$ cat src/rtl/imm_decode_stage.sv
`default_nettype none
// ============================================================================
// Module   : imm_decode_stage
// Summary  : Registered opcode decode around the shared immediate extend unit,
//            feeding execute through a 2-entry skid buffer.
//            Immediate class encoding: I=0, S=1, B=2, U=3, J=4.
// Revision : 1.0  initial release
// ============================================================================
module imm_decode_stage #(
    parameter int XLEN  = 32,
    parameter int CNT_W = 16
) (
    input  logic             clk_i,
    input  logic             rst_ni,
    input  logic             flush_i,
    input  logic             in_valid_i,
    output logic             in_ready_o,
    input  logic [31:0]      in_instr_i,
    input  logic [XLEN-1:0]  in_pc_i,
    output logic [2:0]       imm_source_o,
    output logic [XLEN-1:0]  imm_instr_o,
    input  logic [XLEN-1:0]  imm_extended_i,
    output logic             out_valid_o,
    input  logic             out_ready_i,
    output logic [XLEN-1:0]  out_imm_o,
    output logic [2:0]       out_imm_type_o,
    output logic             out_has_imm_o,
    output logic [XLEN-1:0]  out_pc_o,
    output logic [XLEN-1:0]  out_target_o,
    output logic             out_illegal_o,
    output logic [CNT_W-1:0] illegal_cnt_o
);

    localparam logic [2:0] IMM_I = 3'd0;
    localparam logic [2:0] IMM_S = 3'd1;
    localparam logic [2:0] IMM_B = 3'd2;
    localparam logic [2:0] IMM_U = 3'd3;
    localparam logic [2:0] IMM_J = 3'd4;

    localparam logic [1:0] ST_EMPTY = 2'd0;
    localparam logic [1:0] ST_ONE   = 2'd1;
    localparam logic [1:0] ST_TWO   = 2'd2;

    localparam logic [CNT_W-1:0] CNT_MAX = {CNT_W{1'b1}};

    typedef struct packed {
        logic [XLEN-1:0] imm;
        logic [2:0]      imm_type;
        logic            has_imm;
        logic [XLEN-1:0] pc;
        logic [XLEN-1:0] target;
        logic            illegal;
    } entry_t;

    logic [1:0]       state_q, state_d;
    entry_t           head_q, head_d;
    entry_t           skid_q, skid_d;
    logic [CNT_W-1:0] cnt_q, cnt_d;

    logic   dec_has_imm;
    logic   dec_illegal;
    logic   dec_pc_rel;
    logic   accept;
    logic   pop;
    entry_t new_entry;

    always_comb begin
        imm_source_o = IMM_I;
        dec_has_imm  = 1'b1;
        dec_illegal  = 1'b0;
        dec_pc_rel   = 1'b0;
        case (in_instr_i[6:0])
            7'b0000011, 7'b0010011, 7'b1100111: imm_source_o = IMM_I;
            7'b0100011: imm_source_o = IMM_S;
            7'b1100011: begin
                imm_source_o = IMM_B;
                dec_pc_rel   = 1'b1;
            end
            7'b0110111: imm_source_o = IMM_U;
            7'b0010111: begin
                imm_source_o = IMM_U;
                dec_pc_rel   = 1'b1;
            end
            7'b1101111: begin
                imm_source_o = IMM_J;
                dec_pc_rel   = 1'b1;
            end
            7'b0110011, 7'b0001111, 7'b1110011: dec_has_imm = 1'b0;
            default: begin
                dec_has_imm = 1'b0;
                dec_illegal = 1'b1;
            end
        endcase
        // A non-32-bit encoding overrides whatever the opcode field decoded to
        if (in_instr_i[1:0] != 2'b11) begin
            imm_source_o = IMM_I;
            dec_has_imm  = 1'b0;
            dec_illegal  = 1'b1;
            dec_pc_rel   = 1'b0;
        end
    end

    assign imm_instr_o = XLEN'(in_instr_i);

    always_comb begin
        new_entry.imm      = dec_has_imm ? imm_extended_i : '0;
        new_entry.imm_type = imm_source_o;
        new_entry.has_imm  = dec_has_imm;
        new_entry.pc       = in_pc_i;
        new_entry.target   = dec_pc_rel ? (in_pc_i + new_entry.imm) : '0;
        new_entry.illegal  = dec_illegal;
    end

    assign in_ready_o  = (state_q != ST_TWO);
    assign out_valid_o = (state_q != ST_EMPTY);
    assign accept      = in_valid_i && in_ready_o && !flush_i;
    assign pop         = out_valid_o && out_ready_i;

    always_comb begin
        state_d = state_q;
        head_d  = head_q;
        skid_d  = skid_q;
        cnt_d   = cnt_q;
        if (accept && dec_illegal && (cnt_q != CNT_MAX)) begin
            cnt_d = cnt_q + CNT_W'(1);
        end
        if (flush_i) begin
            state_d = ST_EMPTY;
        end else begin
            case (state_q)
                ST_EMPTY: begin
                    if (accept) begin
                        head_d  = new_entry;
                        state_d = ST_ONE;
                    end
                end
                ST_ONE: begin
                    if (accept && pop) begin
                        head_d = new_entry;
                    end else if (accept) begin
                        skid_d  = new_entry;
                        state_d = ST_TWO;
                    end else if (pop) begin
                        state_d = ST_EMPTY;
                    end
                end
                ST_TWO: begin
                    if (pop) begin
                        head_d  = skid_q;
                        state_d = ST_ONE;
                    end
                end
                default: state_d = ST_EMPTY;
            endcase
        end
    end

    always_ff @(posedge clk_i or negedge rst_ni) begin
        if (!rst_ni) begin
            state_q <= ST_EMPTY;
            head_q  <= '0;
            skid_q  <= '0;
            cnt_q   <= '0;
        end else begin
            state_q <= state_d;
            head_q  <= head_d;
            skid_q  <= skid_d;
            cnt_q   <= cnt_d;
        end
    end

    assign out_imm_o      = head_q.imm;
    assign out_imm_type_o = head_q.imm_type;
    assign out_has_imm_o  = head_q.has_imm;
    assign out_pc_o       = head_q.pc;
    assign out_target_o   = head_q.target;
    assign out_illegal_o  = head_q.illegal;
    assign illegal_cnt_o  = cnt_q;

endmodule
`default_nettype wire
$ cat config.mk
export PLATFORM = sky130hd
export DESIGN_NAME = imm_decode_stage
export DESIGN_NICKNAME = d
export VERILOG_FILES = /design/src/rtl/imm_decode_stage.sv
export SDC_FILE = /design/constraint.sdc
export NUM_CORES = 1
export LEC_CHECK = 0
export ABC_CLOCK_PERIOD_IN_PS = 2800
export BUFFER_PORTS_ARGS = -buffer_cell sky130_fd_sc_hd__buf_2
export CELL_PAD_IN_SITES_DETAIL_PLACEMENT = 0
export CELL_PAD_IN_SITES_GLOBAL_PLACEMENT = 2
export CORE_MARGIN = 2
export CORE_UTILIZATION = 33
export DETAILED_ROUTE_END_ITERATION = 16
export GPL_TIMING_DRIVEN = 1
export HOLD_SLACK_MARGIN = 0.1
export PLACE_DENSITY_LB_ADDON = 0.15
export SLEW_MARGIN = 20
export SYNTH_ARGS = -nofsm -noshare
export SYNTH_HDL_FRONTEND = slang
export SYNTH_SLANG_ARGS = --single-unit
$ cat constraint.sdc
create_clock -name clk_i -period 2.8 [get_ports clk_i]
set_input_delay 0.14 -clock clk_i [delete_from_list [all_inputs] [get_ports clk_i]]
set_output_delay 0.14 -clock clk_i [all_outputs]
set_load 0.02 [all_outputs]
Word-level counts from Yosys, hierarchy flattened:

Cells that the tools add are included.

* reduce and logical (&&, ||, !) cells: 17
* $add $sub $neg: 2
* bitwise gates (word level): 2
* magnitude comparators: 0
* div/mod/pow operators: 0
* shift-type cells: 0
* eq/ne operators: 23
* multipliers: 0
* mux-type cells: 21

Operator list (count)
* two-way mux 101 bit: 3
* one-hot mux 101 bit (3 select lines): 1
* two-way mux 32 bit: 2
* adder 32 bit: 1
* == test 7 bit (second input constant): 4
* == test 7 x 6 -> 1 bit (second input constant): 3
* adder 16 x 1 -> 16 bit (second input constant): 1
* inequality test 16 bit (second input constant): 1
* == test 7 x 5 -> 1 bit (second input constant): 2
* two-way mux 2 bit: 6
* one-hot mux 3 bit (4 select lines): 1
* OR reduction 11 bit: 1
* inequality test 2 bit (second input constant): 5
* inequality test 3 bit (second input constant): 3
* AND reduction 4 bit: 2
* OR reduction 8 bit: 1
* == test 7 x 2 -> 1 bit (second input constant): 1
* == test 7 x 4 -> 1 bit (second input constant): 1
* logical AND 1 bit: 6
* two-way mux 1 bit: 6
* one-hot mux 2 bit (3 select lines): 1
* AND reduction 5 bit: 1
* inequality test 4 bit (second input constant): 1
* two-way mux 3 bit: 1
* other kinds (9): 10

* register bits: 220
* memories: 0
* bits in read-only memories: 0
* RAM bits: 0
* bits in latches: 0
* output and inout port bits: 154
* bits of input ports: 101

Logic depth before layout (Yosys ltp):

* word-level depth: 9
* gate-level depth with buffers: 16

Worst setup path before layout:

OpenSTA, ideal clock, no wires.

* path type: input port to flip-flop
* start point: input port in_instr_i[3]
* end point: register head_q (netlist bit out_target_o[20])
* arrival: 3.425 ns
* slack: -0.749 ns
* buffers on the path: 2
* stages on the path: 16
* setup time: 0.124 ns
* required time: 2.676 ns
* cells stage by stage: clkbuf_1 -> or4_4 -> a21oi_4 -> clkbuf_2 -> and2_1 -> ha_1 -> inv_1 -> fa_1 -> nor2b_1 -> o2111ai_1 -> a21oi_2 -> o21ai_2 -> a211oi_1 -> o31ai_1 -> nor4b_1 -> a211o_1

RTL lines
* start, declared: line 18 `input logic [31:0] in_instr_i,`
* end signal, assigned: line 161 `head_q <= '0;`
* end signal, assigned: line 166 `head_q <= head_d;`
* end, declared: line 56 `entry_t head_q, head_d;`

==> reports/metrics.cfg <==
[yosys]
synth_edf_count = 0
async_flop_share_pct = 100
synth-seq-cells = 220
synth_xor_xnor_area_share_pct = 2.92
synthesis.instances = 1255
synthMuxAreaShare_pct = 6.84
ys_seq_area_share_pct = 47.1
synth-simple-area-share_pct = 19.0
yosys.area_share.adder_pct = 3.59
synthTopCellsByArea = dfrtp_1 47%, nand2_1 7.4%, mux2_2 6.5%
ys.flop_type = dfrtp_1
syn_avg_cell_area_um2 = 9.32
synth_compound_area_share_pct = 15.5
yosys_warnings = 0
netlist_area_um2 = 11700
synth_top_area_share_pct = 47.1
yosys.area.top_type = dfrtp_1
synth_top_family_by_area = simple AND/OR/NAND/NOR gates
synthDistinctLibCells = 77
syn-num-nets = 1389

[setup_path]
setup.worst_path.end_class = flip-flop
r2r_cells = 8
r2r_setup_slack_ns = 0.58
critPathMaxFanout = 5
timing.rr.end = illegal_cnt_o[7]
crit_type = in -> reg
required_ns = 3.22
cp-startpoint = in_instr_i[4]
cp-start-kind = primary input
endpoint = out_target_o[20]
timing.rr.start = illegal_cnt_o[2]
cp.arrival_ns = 3.36

[drt]
drt-met1-wl_mm = 17.5
routed_wl_mm = 36.8
route.met2.wl_mm = 17.1
met3_length_mm = 1.52
dr.max_layer_used = met4
post-route-drc-count = 0
firstDrtPassIters = 5
vias = 10300
drt_iter0_markers = 391
postRouteAntennaNets = 0
wl_per_cell_um = 17.5
via_per_inst = 4.87

[grt]
overflow = 0
antenna_found_initial = 0
grt_max_degree = 80
grt_use_total_pct = 19.8
grt_pass1_vias = 10300
grt_pass1_wl_mm = 57.6

[job]
cap_violations = 0

[sta]
slew_viol_final = 0
finalSetupViolCount = 20
tightest_slew_ns = 0.983
slew_headroom_pct = 34.4
hold_ws_ns = 0.120
rsz0062_at_grt = true
period_minus_slack_ns = 2.95
fin_skew_ns = 0.0140
fmax_ghz = 0.339
setup_slack_ns = -0.148
finalHoldViolCount = 0
min_period_over_period_pct = 105

[run_status]
status = finished with violations
violations = negative setup slack

[placement]
dp.cells = 1974
hpwlAfterDp_mm = 25.7
numPortBuffers = 204
gp_congestion = 0.796

[finish]
fin_cells = 2104
drive_gt1_share_pct = 40.1
insertedDiodeCount = 0
area_delta_synth_final_pct = 43.5
layout.nets = 1764

[clock_network]
numCtsBuffers = 27
cts_max_path_buffers = 3
htree_levels = 1
cts_sinks = 220
clock_latency_ns = 0.53
clockRootBuffer = clkbuf_16
clk_pin_slew_ns = 0.06
tritoncts = yes

[floorplan]
die_h_um = 192
fp-row-count = 68
die_w_um = 192
io_pins = 255
coreArea_um2 = 34700
start_util_pct = 33.7
die_area_um2 = 37000

[min_path]
hold_class = in -> reg
hp-start = imm_extended_i[12]

[power_and_ir_drop]
max-vdd-ir-drop_v = 0.000487
power.leakage_uw = 0.00797
pwr_density_cell_nw_per_um2 = 579

how the worst min path moves through the flow:
stage	end	cells after the start
after floorplan	illegal_cnt_o[0]	0
after global placement	illegal_cnt_o[0]	1
after detailed placement	illegal_cnt_o[10]	1
after CTS	skid_q[81]	4
after global routing	skid_q[77]	4
final	skid_q[81]	4
through the flow:
step / total power (uW) / setup slack (ns) / utilization, % / TNS, ns / cell area [um2]
after CTS: 9820 / -0.183 / 46.9 / -1.13 / 16300
after global placement: 5800 / -0.822 / 41.0 / -28.81 / 14200
after detailed placement: 5830 / -0.803 / 41.0 / -30.97 / 14200
final: 9730 / -0.148 / 48.4 / -1.33 / 16800
after floorplan: 5030 / -0.471 / - / -8.16 / 11800
after global routing: 10200 / -0.296 / 48.4 / -5.02 / 16800
worst max-delay path, cell delays in order:
cell and delay (ns):
buf_6 0.09, and3b_1 0.16, or4_4 0.49, a21oi_4 0.17, buf_12 0.14, and2_4 0.16
ha_4 0.13, inv_2 0.03, fa_2 0.37, nor2b_4 0.15, o2111ai_4 0.14, a21oi_4 0.23
o21ai_2 0.12, a211oi_2 0.26, o31ai_1 0.12, nor4b_1 0.16, a211o_1 0.27
layout by cell type (no fill, tap or decap), types with 5 or more instances in the layout:
master | Yosys | final
buf_4 | 35 | 170
nand2_2 | 1 | 5
and2_1 | 32 | 14
a31oi_1 | 72 | 69
a21oi_1 | 62 | 47
buf_2 | 5 | 201
and3_1 | 13 | 12
o21ai_2 | 2 | 6
a21oi_2 | 2 | 15
xnor2_2 | 0 | 5
nor3_2 | 1 | 5
nand2_1 | 232 | 227
clkbuf_16 | 0 | 27
mux2_2 | 68 | 68
nor3_1 | 14 | 8
inv_1 | 14 | 11
buf_6 | 0 | 9
dfrtp_1 | 220 | 220
bufinv_16 | 0 | 6
dlygate4sd3_1 | 0 | 62
ha_1 | 32 | 13
nand3_1 | 20 | 15
clkinv_2 | 0 | 6
and2_4 | 0 | 18
xnor2_1 | 14 | 8
ha_4 | 0 | 19
a21o_1 | 21 | 21
xor2_1 | 25 | 23
o21ai_1 | 3 | 24
o21ai_0 | 56 | 30
buf_12 | 0 | 8
o21a_1 | 5 | 5
nor2_1 | 129 | 122
o31ai_1 | 11 | 8
metal layers:
metal  GRT usage [%]  up-vias
met5               0        -
met4            4.55        0
met3            2.96       34
met2            31.9      181
met1            28.1     4969
li1                -     5072
synth_stat cells (6+ instances only):
cell type,n
nand2_1,232
xnor2_1,14
nor2_1,129
nand3_1,20
inv_1,14
and2_1,32
clkbuf_1,63
a211oi_1,6
nor3_1,14
xor2_1,25
buf_4,35
o21ai_0,56
a31oi_1,72
and3_1,13
mux2_2,68
a21o_1,21
a21oi_1,62
dfrtp_1,220
ha_1,32
o31ai_1,11
state kept, by name, indices dropped and copies added (netlist names):
| register | cells |
|---|---|
| state_q | 2 |
| out_illegal_o | 1 |
| skid_q | 101 |
| out_imm_o | 32 |
| out_target_o | 32 |
| out_has_imm_o | 1 |
| out_imm_type_o | 3 |
| out_pc_o | 32 |
| illegal_cnt_o | 16 |
layout make-up:
cell class	instances	area (um2)
timing repair buffer	453	3220
clock buffer	33	738
tap	455	569
fill	3358	17900
multi-input combinational	914	6470
inverter	14	52.6
sequential	220	5510
clock inverter	15	234
report_power, final:
part           internal, uW  switching, uW  total, uW
Combinational           859           1170       2030
Clock                  2410           1400       3820
Sequential             3610            268       3880
Total                  6890           2840       9730
kinds of logic after synthesis:
family,Yosys count
XOR/XNOR,39
AO/OA/AOI/OAI,279
flip-flops,220
adder cells (fa/ha/maj),33
AND/OR/NAND/NOR,492
multiplexers,71
buffers and inverters,121
what timing repair did:
action,CTS,global route
gates resized for setup,80,80
pin swaps,27,57
buffers inserted,9,14
endpoints found under the hold margin,166,1
cloned,1,0
hold buffers,61,1
setup endpoints to repair,34,44
(Power assumes the default switching activity.)
